<file path="src/rtl/rf_pkg.sv">
`default_nettype none
// ============================================================================
//  Module      : rf_pkg
//  Description : Shared widths and arbiter state encoding for rf_write_arbiter.
//  Revision    : 1.0 - initial release
// ============================================================================
package rf_pkg;

   localparam int c_DATA_W = 32;
   localparam int c_ADDR_W = 5;

   typedef enum logic [0:0] {
      PRIO_A  = 1'b0,
      FORCE_B = 1'b1
   } arbState_e;

endpackage : rf_pkg
`default_nettype wire

</file>
<file path="src/rtl/rf_write_arbiter_if.sv">
`default_nettype none
// ============================================================================
//  Module      : rf_write_arbiter_if
//  Description : Requester A/B handshakes plus the registered register-file
//                write port of the writeback arbiter.
//  Revision    : 1.0 - initial release
// ============================================================================
interface rf_write_arbiter_if
   import rf_pkg::*;
#(
   parameter int DATA_W = c_DATA_W,
   parameter int ADDR_W = c_ADDR_W
) ();

   logic              a_valid;
   logic [ADDR_W-1:0] a_addr;
   logic [DATA_W-1:0] a_data;
   logic              a_ready;

   logic              b_valid;
   logic [ADDR_W-1:0] b_addr;
   logic [DATA_W-1:0] b_data;
   logic              b_ready;

   logic              rf_we;
   logic [ADDR_W-1:0] rf_waddr;
   logic [DATA_W-1:0] rf_wdata;
   logic              grant_b_q;

   // Requester / register-file side
   modport master (
      output a_valid, a_addr, a_data,
      output b_valid, b_addr, b_data,
      input  a_ready, b_ready,
      input  rf_we, rf_waddr, rf_wdata, grant_b_q
   );

   // Arbiter side
   modport slave (
      input  a_valid, a_addr, a_data,
      input  b_valid, b_addr, b_data,
      output a_ready, b_ready,
      output rf_we, rf_waddr, rf_wdata, grant_b_q
   );

endinterface : rf_write_arbiter_if
`default_nettype wire

</file>
<file path="src/rtl/rf_warb_starve_cnt.sv">
`default_nettype none
// ============================================================================
//  Module      : rf_warb_starve_cnt
//  Description : Saturating count of consecutive B denials; hit flags the
//                denial that brings the count to STARVE_LIMIT.
//  Revision    : 1.0 - initial release
// ============================================================================
module rf_warb_starve_cnt #(
   parameter int STARVE_LIMIT = 4
) (
   input  wire logic clk,
   input  wire logic rst_n,
   input  wire logic inc,
   input  wire logic clr,
   output logic      hit
);

   localparam logic [3:0] c_LIMIT    = 4'(STARVE_LIMIT);
   localparam logic [3:0] c_LIMIT_M1 = 4'(STARVE_LIMIT - 1);

   logic [3:0] r_cnt;

   always_ff @(posedge clk or negedge rst_n) begin
      if (!rst_n) begin
         r_cnt <= 4'd0;
      end else if (clr) begin
         r_cnt <= 4'd0;
      end else if (inc && (r_cnt < c_LIMIT)) begin
         r_cnt <= r_cnt + 4'd1;
      end
   end

   // Fires in the cycle whose denial reaches the limit so the forced grant
   // lands on the very next cycle.
   assign hit = inc && !clr && (r_cnt >= c_LIMIT_M1);

endmodule : rf_warb_starve_cnt
`default_nettype wire

</file>
<file path="src/rtl/rf_write_arbiter.sv">
`default_nettype none
// ============================================================================
//  Module      : rf_write_arbiter
//  Description : Two-requester register-file write arbiter, A has priority;
//                optional anti-starvation for B under RF_WARB_STARVE_EN.
//  Revision    : 1.0 - initial release
// ============================================================================
module rf_write_arbiter
   import rf_pkg::*;
#(
   parameter int DATA_W       = c_DATA_W,
   parameter int ADDR_W       = c_ADDR_W,
   parameter int STARVE_LIMIT = 4
) (
   input  wire logic         clk,
   input  wire logic         rst_n,
   rf_write_arbiter_if.slave bus
);

   logic              w_aReady;
   logic              w_bReady;
   logic              w_aXfer;
   logic              w_bXfer;

   logic              r_we;
   logic [ADDR_W-1:0] r_waddr;
   logic [DATA_W-1:0] r_wdata;
   logic              r_grantB;

   assign w_aXfer = bus.a_valid && w_aReady;
   assign w_bXfer = bus.b_valid && w_bReady;

`ifdef RF_WARB_STARVE_EN
   arbState_e r_state;
   arbState_e w_stateNext;
   logic      w_starveInc;
   logic      w_starveClr;
   logic      w_starveHit;

   assign w_starveInc = bus.b_valid && !w_bReady;
   assign w_starveClr = !bus.b_valid || w_bXfer;

   rf_warb_starve_cnt #(
      .STARVE_LIMIT (STARVE_LIMIT)
   ) u_starveCnt (
      .clk   (clk),
      .rst_n (rst_n),
      .inc   (w_starveInc),
      .clr   (w_starveClr),
      .hit   (w_starveHit)
   );

   always_ff @(posedge clk or negedge rst_n) begin
      if (!rst_n) begin
         r_state <= PRIO_A;
      end else begin
         r_state <= w_stateNext;
      end
   end

   always_comb begin
      w_stateNext = r_state;
      w_aReady    = 1'b0;
      w_bReady    = 1'b0;
      if (rst_n) begin
         case (r_state)
            PRIO_A: begin
               w_aReady = bus.a_valid;
               w_bReady = bus.b_valid && !bus.a_valid;
               if (w_starveHit) begin
                  w_stateNext = FORCE_B;
               end
            end
            FORCE_B: begin
               w_bReady = bus.b_valid;
               w_aReady = bus.a_valid && !bus.b_valid;
               if (!bus.b_valid || w_bXfer) begin
                  w_stateNext = PRIO_A;
               end
            end
         endcase
      end
   end
`else
   // Fixed priority A; the starvation limit has no effect in this build.
   logic w_unusedLimit;
   assign w_unusedLimit = (STARVE_LIMIT > 0);

   always_comb begin
      w_aReady = rst_n && bus.a_valid;
      w_bReady = rst_n && bus.b_valid && !bus.a_valid;
   end
`endif

   // Index 0 is hardwired in the register file: accept it, but never write it.
   always_ff @(posedge clk or negedge rst_n) begin
      if (!rst_n) begin
         r_we     <= 1'b0;
         r_waddr  <= '0;
         r_wdata  <= '0;
         r_grantB <= 1'b0;
      end else if (w_aXfer) begin
         r_we     <= (bus.a_addr != '0);
         r_waddr  <= bus.a_addr;
         r_wdata  <= bus.a_data;
         r_grantB <= 1'b0;
      end else if (w_bXfer) begin
         r_we     <= (bus.b_addr != '0);
         r_waddr  <= bus.b_addr;
         r_wdata  <= bus.b_data;
         r_grantB <= 1'b1;
      end else begin
         r_we     <= 1'b0;
      end
   end

   assign bus.a_ready   = w_aReady;
   assign bus.b_ready   = w_bReady;
   assign bus.rf_we     = r_we;
   assign bus.rf_waddr  = r_waddr;
   assign bus.rf_wdata  = r_wdata;
   assign bus.grant_b_q = r_grantB;

endmodule : rf_write_arbiter
`default_nettype wire
</file>
<file path="src/flat_wrapper.sv">
// flat-port wrapper written by rule: the top's interface ports become plain ports
module rf_write_arbiter_flat import rf_pkg::*;
#(
   parameter int DATA_W       = c_DATA_W,
   parameter int ADDR_W       = c_ADDR_W,
   parameter int STARVE_LIMIT = 4
)
  (clk, rst_n, bus_a_valid, bus_a_addr, bus_a_data, bus_b_valid, bus_b_addr, bus_b_data, bus_a_ready, bus_b_ready, bus_rf_we, bus_rf_waddr, bus_rf_wdata, bus_grant_b_q);
  rf_write_arbiter_if #(.DATA_W(DATA_W), .ADDR_W(ADDR_W)) bus_i ();
  input  wire logic clk;
  input  wire logic rst_n;
  input wire logic [$bits(bus_i.a_valid)-1:0] bus_a_valid;
  input wire logic [$bits(bus_i.a_addr)-1:0] bus_a_addr;
  input wire logic [$bits(bus_i.a_data)-1:0] bus_a_data;
  input wire logic [$bits(bus_i.b_valid)-1:0] bus_b_valid;
  input wire logic [$bits(bus_i.b_addr)-1:0] bus_b_addr;
  input wire logic [$bits(bus_i.b_data)-1:0] bus_b_data;
  output wire logic [$bits(bus_i.a_ready)-1:0] bus_a_ready;
  output wire logic [$bits(bus_i.b_ready)-1:0] bus_b_ready;
  output wire logic [$bits(bus_i.rf_we)-1:0] bus_rf_we;
  output wire logic [$bits(bus_i.rf_waddr)-1:0] bus_rf_waddr;
  output wire logic [$bits(bus_i.rf_wdata)-1:0] bus_rf_wdata;
  output wire logic [$bits(bus_i.grant_b_q)-1:0] bus_grant_b_q;
  assign bus_i.a_valid = bus_a_valid;
  assign bus_i.a_addr = bus_a_addr;
  assign bus_i.a_data = bus_a_data;
  assign bus_i.b_valid = bus_b_valid;
  assign bus_i.b_addr = bus_b_addr;
  assign bus_i.b_data = bus_b_data;
  assign bus_a_ready = bus_i.a_ready;
  assign bus_b_ready = bus_i.b_ready;
  assign bus_rf_we = bus_i.rf_we;
  assign bus_rf_waddr = bus_i.rf_waddr;
  assign bus_rf_wdata = bus_i.rf_wdata;
  assign bus_grant_b_q = bus_i.grant_b_q;
  rf_write_arbiter #(.DATA_W(DATA_W), .ADDR_W(ADDR_W), .STARVE_LIMIT(STARVE_LIMIT)) u_core (.clk(clk), .rst_n(rst_n), .bus(bus_i));
endmodule
</file>
<file path="config.mk">
export PLATFORM = sky130hd
export DESIGN_NAME = rf_write_arbiter_flat
export DESIGN_NICKNAME = d
export VERILOG_FILES = /design/src/rtl/rf_pkg.sv /design/src/rtl/rf_write_arbiter_if.sv /design/src/rtl/rf_warb_starve_cnt.sv /design/src/rtl/rf_write_arbiter.sv /design/src/flat_wrapper.sv
export SDC_FILE = /design/constraint.sdc
export NUM_CORES = 1
export LEC_CHECK = 0
export ABC_AREA = 1
export CORE_MARGIN = 3
export CORE_UTILIZATION = 40
export CTS_CLUSTER_DIAMETER = 30
export DETAILED_ROUTE_END_ITERATION = 10
export PLACE_DENSITY_LB_ADDON = 0.3
export SLEW_MARGIN = 20
export SYNTH_ARGS = -nofsm -noshare
export SYNTH_HDL_FRONTEND = slang
export SYNTH_SLANG_ARGS = --single-unit
</file>
<file path="constraint.sdc">
create_clock -name clk -period 1.7 [get_ports clk]
set_input_delay 0.51 -clock clk [delete_from_list [all_inputs] [get_ports clk]]
set_output_delay 0.51 -clock clk [all_outputs]
set_load 0.01 [all_outputs]
</file>
After elaboration in Yosys (flattened, before gate mapping)
Index checks and enable logic that the tools add are counted.
Operators by class
  reduce and logical (&&, ||, !) cells: 9
  eq/ne operators: 0
  magnitude comparators: 0
  shifts and indexed selects: 0
  mux-type cells: 8
  bitwise logic cells: 0
  multiply operators: 0
  divide/modulo/power cells: 0
  add/subtract/negate cells: 0
Operators by type and width (count)
  $mux W32: 2
  $mux W5: 2
  $reduce_bool A5 Y1: 2
  $logic_and A1 B1 Y1: 5
  $mux W1: 4
  $reduce_bool A2 Y1: 1
  $logic_not A1 Y1: 1
Word-level totals
  logic and storage cells: 21
  flip-flop bits (word level): 39
  input port bits: 78
  bits in read-only memories: 0
  bits in latches: 0
  memories: 0
  RAM bits: 0

Logic depth before layout (Yosys ltp)
  depth after elaboration: 5
  gate-level depth with buffers: 7
  depth with buffers taken out: 5

Worst setup path after synthesis
No wires, ideal clock.
  kind: input -> output
  from: input port bus_a_valid
  to: output port bus_b_ready
  path slack: 159 ps
  arrival: 1031 ps
  stages on the path: 3
  buffers on the path: 2
  data required time: 1190 ps
  cells stage by stage: buf_2 buf_4 nor2_1
On the way
  longest elaborated chain between the ends: 2
Ends and longest elaborated chain
  start: declaration: line flat_wrapper.sv:12  | input wire logic [$bits(bus_i.a_valid)-1:0] bus_a_valid;
  $logic_not A1 Y1: line rf_write_arbiter.sv:91  | w_bReady = rst_n && bus.b_valid && !bus.a_valid;
  $logic_and A1 B1 Y1: line rf_write_arbiter.sv:91
  end: declaration: line flat_wrapper.sv:19  | output wire logic [$bits(bus_i.b_ready)-1:0] bus_b_ready;
No other way between the ends.

Worst setup path after layout
  from: input port bus_a_valid
  to: output port bus_a_ready
On the way
  longest elaborated chain between the ends: 1
Ends and longest elaborated chain
  $logic_and A1 B1 Y1: line rf_write_arbiter.sv:90  | w_aReady = rst_n && bus.a_valid;
  end: declaration: line flat_wrapper.sv:18  | output wire logic [$bits(bus_i.a_ready)-1:0] bus_a_ready;
No other way between the ends.

==> flow_summary.yaml <==
outcome:
  outcome: "finished clean"
die:
  core-area_um2: 4848
  design.die.area_um2: 6015
  die_h_um: 77.56
  rows: 25
  die_x_um: 77.56
  initial_core_util_pct: 42.25
  io_pins: 119
global_route:
  grt_pass1_wl_mm: 10.07
  grt-ovfl-total: 0
  grt_max_degree: 42
  antenna_found_initial: 0
  grt_pass1_vias: 2178
  grt_usage_pct: 20.59
logic_synthesis:
  synth.avg_cell_area_um2: 6.873
  ys_warn_count: 0
  yosysTopAreaCell: "dfrtp_1"
  yosys-top-cells-area: "dfrtp_1, nand2_1, nand3_1"
  syn-cell-area_um2: 2048
  synth_nets: 376
  netlist_instances: 298
  yosysSeqAreaShare_pct: 47.65
  synth_top_area_share_pct: 47.65
  ys_types: 12
  synth_seq_cells: 39
pwr:
  irDropWorstVdd_v: 0.0004367
  p_leak_nw: 1.940
  p_per_area_nw_per_um2: 816.8
  power_mw: 2.825
sta:
  drv_slew: 0
  layout_min_cycle_time_ps: 1669
  fin_skew_ps: 0
  setup_viol: 0
  final.period_utilization_pct: 98.15
  rsz0062_at_grt: "no"
  relSlewSlack_pct: 69.29
  worst_pin_slew_ps: 460.7
  fmax_ghz: 0.5993
  holdWs_ps: 312.0
  fin_tns_setup_ps: 0
  hold_violations: 0
layout:
  syn_to_final_growth_pct: 68.85
  final_nets: 497
  final_layout_size_suffix_gt1_share_pct: 7.381
  final_cell_area_um2: 3458
  final_core_util_pct: 71.33
  diodes: 0
clock_tree:
  hold_buffers: 0
  cts-buffers-inserted: 5
  cts_max_level: 2
  path_clk_slew_ps: 80
  clk_path_buf_depth: 2
  clk_latency_ps: 280
  cts.sinks: 39
  root_buffer: "clkbuf_8"
  cts_tree: "done"
route:
  ant_nets: 0
  wl_mm: 6.151
  via_per_inst: 4.696
  vias: 2287
  routedWlPerCell_um: 12.63
  route.detailed.drc: 0
  drt-pass1-iter-count: 4
  drt-initial-drc-count: 131
setup_path:
  reg2regPathDepth: 2
  end_kind: "output port"
  cp.required_ps: 1190
  crit_path_start_kind: "primary input"
  arrival_ps: 1160
  worstSetupPathType: "primary input to output port"
  path_max_fanout: 4
run:
  maxCapViolCount: 0
hold_path:
  hold_class: "primary input to async pin"
placement:
  dp_hpwl_mm: 4.508
  gp_congestion: 0.7693
  placed_area_um2: 3332
  port_buffers: 118
-- cells by family (layout without fill, tap and decap cells) --
kind of cell	Yosys count	after routing	share of synthesized area (%)
buffers and inverters	22	144	6.352
AND/OR/NAND/NOR	236	236	45.75
flip-flops	39	39	47.65
AO/OA/AOI/OAI	1	1	0.2441
-- timing repair --
item	in CTS	in global routing
cloned	0	0
buffers inserted	1	0
pin swaps	2	0
gates resized for setup	43	9
endpoints found under the setup margin	71	41
-- critical path, cell delays in order --
cell and delay [ps]:
clkdlybuf4s15_2 220, nand2_2 110, inv_2 40, dlygate4sd2_1 270
-- routing by layer --
metal | GRT usage [%] | part of all wire, % | vias up
met4 | 5.160 | 0.62 | 0
met1 | 25.59 | 44 | 1030
met5 | 0 | 0 | -
li1 | - | - | 1158
met2 | 34.20 | 46 | 94
met3 | 7.193 | 10 | 5
-- layout by cell type, fill, tap and decap left out --
cell	instances
nand2_1	190
nand2_2	2
buf_2	2
nand3b_1	1
nand3_1	38
inv_2	2
clkdlybuf4s50_1	74
dlymetal6s2s_1	7
nor2_1	4
clkbuf_8	5
buf_12	3
dlygate4sd2_1	34
o21ai_1	1
clkdlybuf4s15_2	1
buf_4	11
nor2_2	1
buf_6	1
clkinvlp_4	1
bufinv_16	2
inv_1	1
dfrtp_1	39
-- metrics by stage --
stage	worst slack (ps)	cells
after floorplan	159.1	298
after global placement	-531.9	478
after detailed placement	-573.7	478
after CTS	0.1235	487
after global routing	4.505	487
final	31.40	487
-- area by class of cell --
class / instances / area, um2
fillers: 428 / 1390
repair buffers: 133 / 1301
flip-flops and latches: 39 / 975.9
multi-input cells: 237 / 949.7
well taps: 67 / 83.83
clock buffers: 5 / 68.82
clock inverters: 3 / 67.56
inverters: 3 / 11.26
-- Yosys cell counts --
master / number
nor2_1: 5
clkbuf_1: 4
nand2_1: 192
dfrtp_1: 39
buf_2: 5
buf_6: 1
nand3b_1: 1
nand3_1: 38
inv_2: 2
buf_4: 9
inv_1: 1
o21ai_1: 1
-- final timing paths --
path                                    startpoint                      end  slack [ps]
max in group asynchronous                    rst_n   u_core.bus.rf_waddr[1]        1030
min in group clk           u_core.bus.rf_wdata[19]  u_core.bus.rf_wdata[19]         470
min                                          rst_n   u_core.bus.rf_wdata[9]         310
max                                    bus_a_valid              bus_a_ready          30
max reg2reg                 u_core.bus.rf_waddr[1]   u_core.bus.rf_waddr[1]        1070
min reg2reg                u_core.bus.rf_wdata[19]  u_core.bus.rf_wdata[19]         470
-- state kept, by name, indices dropped and copies added (netlist names) --
name and count:
u_core.bus.grant_b_q 1, u_core.bus.rf_waddr 5, u_core.bus.rf_wdata 32, u_core.bus.rf_we 1
-- where the power goes --
part | internal, mW | leakage [nW] | switching (mW) | total, mW
combinational | 0.418 | 1.39 | 0.373 | 0.791
clock | 0.585 | 0.0644 | 0.333 | 0.918
sequential | 1.05 | 0.483 | 0.0612 | 1.12
total | 2.06 | 1.94 | 0.768 | 2.82
Power figures use the tool's default switching activity.
